`config.mk`:
```
export PLATFORM = sky130hd
export DESIGN_NAME = pe_shift_accumulator
export DESIGN_NICKNAME = d
export VERILOG_FILES = /design/src/rtl/pe_acc_pkg.sv /design/src/rtl/pe_shift_accumulator_term.sv /design/src/rtl/pe_shift_accumulator.sv
export SDC_FILE = /design/constraint.sdc
export NUM_CORES = 1
export LEC_CHECK = 0
export BUFFER_PORTS_ARGS = -buffer_cell sky130_fd_sc_hd__buf_2
export CAP_MARGIN = 10
export CORE_UTILIZATION = 57
export DETAILED_ROUTE_END_ITERATION = 10
export GPL_ROUTABILITY_DRIVEN = 0
export GPL_TIMING_DRIVEN = 1
export PLACE_DENSITY = 0.78
export RECOVER_POWER = 25
export SKIP_CTS_REPAIR_TIMING = 1
export SYNTH_ARGS = -nofsm -noshare
export SYNTH_HDL_FRONTEND = slang
export SYNTH_HIERARCHICAL = 1
export SYNTH_SLANG_ARGS = --single-unit
```
`constraint.sdc`:
```
create_clock -name clk -period 2.9 [get_ports clk]
set_input_delay 0.29 -clock clk [delete_from_list [all_inputs] [get_ports clk]]
set_output_delay 0.29 -clock clk [all_outputs]
set_load 0.02 [all_outputs]
```
`src/rtl/pe_acc_pkg.sv`:
```
// Shared constants, FSM state type and term helper for the PE shift-accumulator.
package pe_acc_pkg;
  localparam int PE_SUM_W      = 10;
  localparam int ACC_W_DEF     = 24;
  localparam int SHIFT_W_DEF   = 4;
  localparam int MAX_SHIFT_DEF = 12;
  localparam int CNT_W_DEF     = 8;

  typedef enum logic [1:0] {IDLE, ACCUM, HOLD} state_t;

  // Default-width term: sign-extend, shift by slice significance, zero if the shift is illegal.
  function automatic logic [ACC_W_DEF-1:0] sext_shift(
    input logic [PE_SUM_W-1:0]    pe_sum,
    input logic [SHIFT_W_DEF-1:0] shift
  );
    logic [ACC_W_DEF-1:0] wide;
    wide = {{(ACC_W_DEF-PE_SUM_W){pe_sum[PE_SUM_W-1]}}, pe_sum};
    if (32'(shift) > MAX_SHIFT_DEF) return '0;
    return wide << shift;
  endfunction
endpackage

```
`src/rtl/pe_shift_accumulator_term.sv`:
```
// Combinational term generator: sign-extend a PE partial, shift it, and flag illegal shifts.
module pe_acc_term
  import pe_acc_pkg::*;
#(
  parameter int ACC_W     = ACC_W_DEF,
  parameter int SHIFT_W   = SHIFT_W_DEF,
  parameter int MAX_SHIFT = MAX_SHIFT_DEF
) (
  input  logic [PE_SUM_W-1:0] pe_sum,
  input  logic [SHIFT_W-1:0]  shift,
  output logic [ACC_W-1:0]    term,
  output logic                illegal
);
  logic [ACC_W-1:0] wide;

  assign wide    = {{(ACC_W-PE_SUM_W){pe_sum[PE_SUM_W-1]}}, pe_sum};
  assign illegal = 32'(shift) > MAX_SHIFT;
  // An illegal beat still flows through the handshake but adds nothing.
  assign term    = illegal ? '0 : (wide << shift);
endmodule

```
`src/rtl/pe_shift_accumulator.sv`:
```
// Shift-and-accumulate consumer of the PE adder-tree stream with valid/ready in and out.
// Define PE_ACC_SAT_EN for saturating accumulation and the acc_sat output.
module pe_shift_accumulator
  import pe_acc_pkg::*;
#(
  parameter int ACC_W     = ACC_W_DEF,
  parameter int SHIFT_W   = SHIFT_W_DEF,
  parameter int MAX_SHIFT = MAX_SHIFT_DEF,
  parameter int CNT_W     = CNT_W_DEF
) (
  input  logic                clk,
  input  logic                rst_n,
  input  logic                in_valid,
  output logic                in_ready,
  input  logic [PE_SUM_W-1:0] pe_sum,
  input  logic [SHIFT_W-1:0]  in_shift,
  input  logic                in_last,
  output logic                out_valid,
  input  logic                out_ready,
  output logic [ACC_W-1:0]    acc_out,
  output logic [CNT_W-1:0]    beat_cnt,
  output logic                err_shift,
`ifdef PE_ACC_SAT_EN
  output logic                acc_sat,
`endif
  input  logic                clr_err
);
  state_t           state_reg;
  logic [ACC_W-1:0] acc_reg, acc_out_reg, term, sum;
  logic [CNT_W-1:0] cnt_reg, beat_cnt_reg, cnt_inc;
  logic             out_valid_reg, err_reg, illegal, beat;

  pe_acc_term #(
    .ACC_W     (ACC_W),
    .SHIFT_W   (SHIFT_W),
    .MAX_SHIFT (MAX_SHIFT)
  ) u_term (
    .pe_sum  (pe_sum),
    .shift   (in_shift),
    .term    (term),
    .illegal (illegal)
  );

  assign in_ready  = !out_valid_reg || out_ready;
  assign beat      = in_valid && in_ready;
  assign cnt_inc   = (&cnt_reg) ? cnt_reg : cnt_reg + 1'b1;
  assign out_valid = out_valid_reg;
  assign acc_out   = acc_out_reg;
  assign beat_cnt  = beat_cnt_reg;
  assign err_shift = err_reg;

`ifdef PE_ACC_SAT_EN
  logic [ACC_W:0] sum_ext;
  logic           ovf, sat_now, sat_run_reg, acc_sat_reg;

  assign sum_ext = {acc_reg[ACC_W-1], acc_reg} + {term[ACC_W-1], term};
  assign ovf     = sum_ext[ACC_W] ^ sum_ext[ACC_W-1];
  assign sat_now = sat_run_reg || ovf;
  assign acc_sat = acc_sat_reg;

  // Once clamped, the running sum ignores further terms until the result leaves.
  always_comb begin
    sum = sum_ext[ACC_W-1:0];
    if (sat_run_reg)
      sum = acc_reg;
    else if (ovf)
      sum = sum_ext[ACC_W] ? {1'b1, {(ACC_W-1){1'b0}}} : {1'b0, {(ACC_W-1){1'b1}}};
  end
`else
  // acc_reg is zero outside ACCUM, so one adder serves every state.
  assign sum = acc_reg + term;
`endif

  always_ff @(posedge clk or negedge rst_n) begin
    if (!rst_n) begin
      state_reg     <= IDLE;
      acc_reg       <= '0;
      cnt_reg       <= '0;
      acc_out_reg   <= '0;
      beat_cnt_reg  <= '0;
      out_valid_reg <= 1'b0;
      err_reg       <= 1'b0;
`ifdef PE_ACC_SAT_EN
      sat_run_reg   <= 1'b0;
      acc_sat_reg   <= 1'b0;
`endif
    end else begin
      if (beat && illegal)
        err_reg <= 1'b1;
      else if (clr_err)
        err_reg <= 1'b0;

      if (state_reg == HOLD && out_ready) begin
        out_valid_reg <= 1'b0;
        state_reg     <= IDLE;
`ifdef PE_ACC_SAT_EN
        acc_sat_reg   <= 1'b0;
`endif
      end

      // A beat may arrive in IDLE, ACCUM, or HOLD while the result is being consumed.
      if (beat) begin
        if (in_last) begin
          acc_out_reg   <= sum;
          beat_cnt_reg  <= cnt_inc;
          out_valid_reg <= 1'b1;
          acc_reg       <= '0;
          cnt_reg       <= '0;
          state_reg     <= HOLD;
`ifdef PE_ACC_SAT_EN
          acc_sat_reg   <= sat_now;
          sat_run_reg   <= 1'b0;
`endif
        end else begin
          acc_reg       <= sum;
          cnt_reg       <= cnt_inc;
          state_reg     <= ACCUM;
`ifdef PE_ACC_SAT_EN
          sat_run_reg   <= sat_now;
`endif
        end
      end
    end
  end
endmodule

```
==> summary.txt <==
Syn Nets: 575
Largest net degree at the start of global routing: 42
Crit end category: register
Worst-path clk slew: 0.08 ns
Status: complete, but fails checks
Final max-slew violation count: 38
Net Sw Frac: 42.8%
Synth Instances: 530
Buf/Inv on CP: 1
ANT cells: 0
Mux share of post-synthesis cell area: 8.70%
CTS Root Cell: clkbuf_8
Internal: 3.02 mW
#FFs+latches synth: 68
Routed wire per std cell: 18.8 um
Min cycle time layout: 3.10 ns
CP max FO: 7
Initial core utilization: 59.5%
Routed WL: 14700 um
Worst vdd ir: 0.000505 V
Final period util: 107%
Grt met2 use: 52.9%
Vias per inst: 6.19
Critical path class: in2reg
Post-Syn Area: 4640 um2
EDFF count, synth: 0
Leakage: 3.11 nW
I/O pin total: 55
Ys async rst share: 100%
PD cells: 843 nW/um2
Adder-cell share of the synthesized area: 6.90%
GRT busiest layer: met2
First DRT Iteration DRCs: 336
Port Buf Inserts: 54
Rel. slew slack: -42.5%
Met3 usage: 6.05%
CP Cell Sequence: buf_12 -> mux2i_1 -> mux2_4 -> or3_1 -> o21ai_1 -> ha_1 -> a21o_1 -> and2_4 -> or3_4 -> nor3_4 -> o21bai_2 -> a21o_1 -> a21o_1 -> a221o_1
Count leader, synth: nand2_1
Most frequent CP cell: a21o_1
CP delay by family, top: compound AO/OA/AOI/OAI gates
Share of cells above drive strength 1: 34.7%
CTS tree: yes
Peak Freq: 0.322 GHz
Clock power share: 14.5%
Syn. warnings: 6
Xor-xnor portion of the synthesized cell area: 4.34%
Setup slack after layout: -0.205 ns
NetSw: 2.27 mW
Initial antenna violation count: 0
H-Tree Depth: 3
Startpoint Class: input port
Clock Path Buffers: 2
Final nets: 721
Synth area leader: dfrtp_1
Combinational power share: 56.2%
Max Cap Viol: 1
Clock sinks: 68
Final core utilization: 80.4%
Total power: 5.29 mW
Synth Area in Simple Gates: 17.9%
Synth unique cells: 58
Dominant synthesized flop cell: dfrtp_1
DR pass1 iterations: 5
Met1 Usage GRT: 42.7%
CORE AREA: 7810 um2
Worst path arrival time: 3.34 ns
Ranking of synthesized cells by area: dfrtp_1 (37%), nand2_1 (7.4%), ha_1 (6.5%), mux2i_1 (5.4%), o21ai_0 (5.3%)
Area grow syn2layout: 35.1%
Clk_skew: 0.0179 ns
Min-Delay Path Class: in2reg
Via count: 4837
Reg power frac: 29.3%
Vias in the first global route: 4651
Row count: 32
Die H: 92.3 um
Global Route Usage Sum: 32.8%
Final Hold Fails: 0
Final HPWL DP: 9900 um
Violated checks: capacitance limit, slew limit, setup timing
Num CTS Buffers: 9
# DRC: 0
Final setup vio count: 10
Grt ovf: 0
Seq/Total Area, Yosys: 36.6%
Worst EP required: 3.14 ns
Max stage delay on crit path: 0.38 ns
Top post-synthesis cells by count: nand2_1 (91), dfrtp_1 (68), o21ai_0 (49)
Avg Inst Size Synth: 8.76 um2
First-pass GRT wire length: 21600 um
Slowest CP cell: or3_4
Setup repair after global routing missed its margin: true
Yosys top cell area share: 36.6%
Clk_lat worst skew: 0.36 ns
Routed Antenna Nets: 0
Worst-Margin Slew: 2.14 ns
Die Width: 92.3 um
Synth Area in Compound Gates: 21.4%
Area of the die: 8510 um2
Main combinational cell family by area after synthesis: compound AO/OA/AOI/OAI gates
-- logic make-up (layout without fill, tap and decap cells) --
family          after synthesis  after routing
simple gates                181            181
compound gates              152            152
flops                        68             68
buf+inv                      45            195
mux                          36             36
fa+ha+maj                    25             25
xor+xnor                     23             23
-- worst paths after layout --
path	cells past startpoint	startpoint	slack, ns	endpoint
setup / recovery	14	in_shift[1]	-0.20	acc_out[22]
max in group asynchronous	2	rst_n	0.89	cnt_reg[5]
min in group asynchronous	1	rst_n	0.55	acc_reg[14]
hold reg to reg	2	beat_cnt[0]	0.47	beat_cnt[0]
hold / removal	2	clr_err	0.11	err_shift
setup reg to reg	12	acc_reg[0]	0.26	acc_out[16]
-- placed cells by master, fill, tap and decap left out, types with 4 or more instances in the layout --
master / n
nand4_1: 4
a22o_1: 16
a21oi_1: 22
o21ai_1: 9
mux2i_2: 5
nand3b_1: 5
xor2_1: 7
nand2_1: 89
dfrtp_1: 68
nand3_1: 13
ha_1: 22
buf_4: 102
and3_1: 4
clkbuf_8: 9
o21ai_0: 41
a31oi_1: 6
nor3_1: 15
a21oi_2: 5
buf_2: 51
mux2_4: 4
xnor2_1: 11
o31ai_1: 4
o21a_1: 4
mux2_2: 5
nor2_1: 23
mux2i_1: 18
o22ai_1: 6
inv_1: 17
a21o_1: 11
-- power groups by stage --
stage	sequential, mW	combinational (mW)	clock (mW)
floorplan	1.74	1.32	0
global route	1.59	3.17	0.803
finish	1.55	2.97	0.764
CTS	1.54	2.61	0.761
global placement	1.54	2.49	0
detailed placement	1.55	2.59	0
-- final cells by class --
class	instances	area (um2)
inverters	17	63.8
multi-input cells	417	3050
fillers	485	1530
well taps	102	128
clock buffers	10	128
flip-flops and latches	68	1700
clock inverters	5	53.8
repair buffers	163	1150
-- routing by layer --
layer | share of wire, % | vias to the layer above
met5 | 0 | -
met4 | 3.6 | 0
met3 | 7.4 | 55
met2 | 48 | 254
met1 | 41 | 2326
li1 | - | 2202
-- metrics by stage --
step	instance area, um2	instances	setup WS (ns)	hold WS (ns)	setup TNS (ns)
after global routing	6270	782	-0.282	0.135	-2.64
after detailed placement	5700	759	-0.460	0.457	-9.84
after global placement	5700	759	-0.368	0.445	-7.07
after CTS	5890	774	-0.113	0.0818	-1.09
final	6270	782	-0.205	0.109	-0.891
after floorplan	4660	530	-0.156	-0.00559	-0.496
Power figures use the tool's default switching activity.
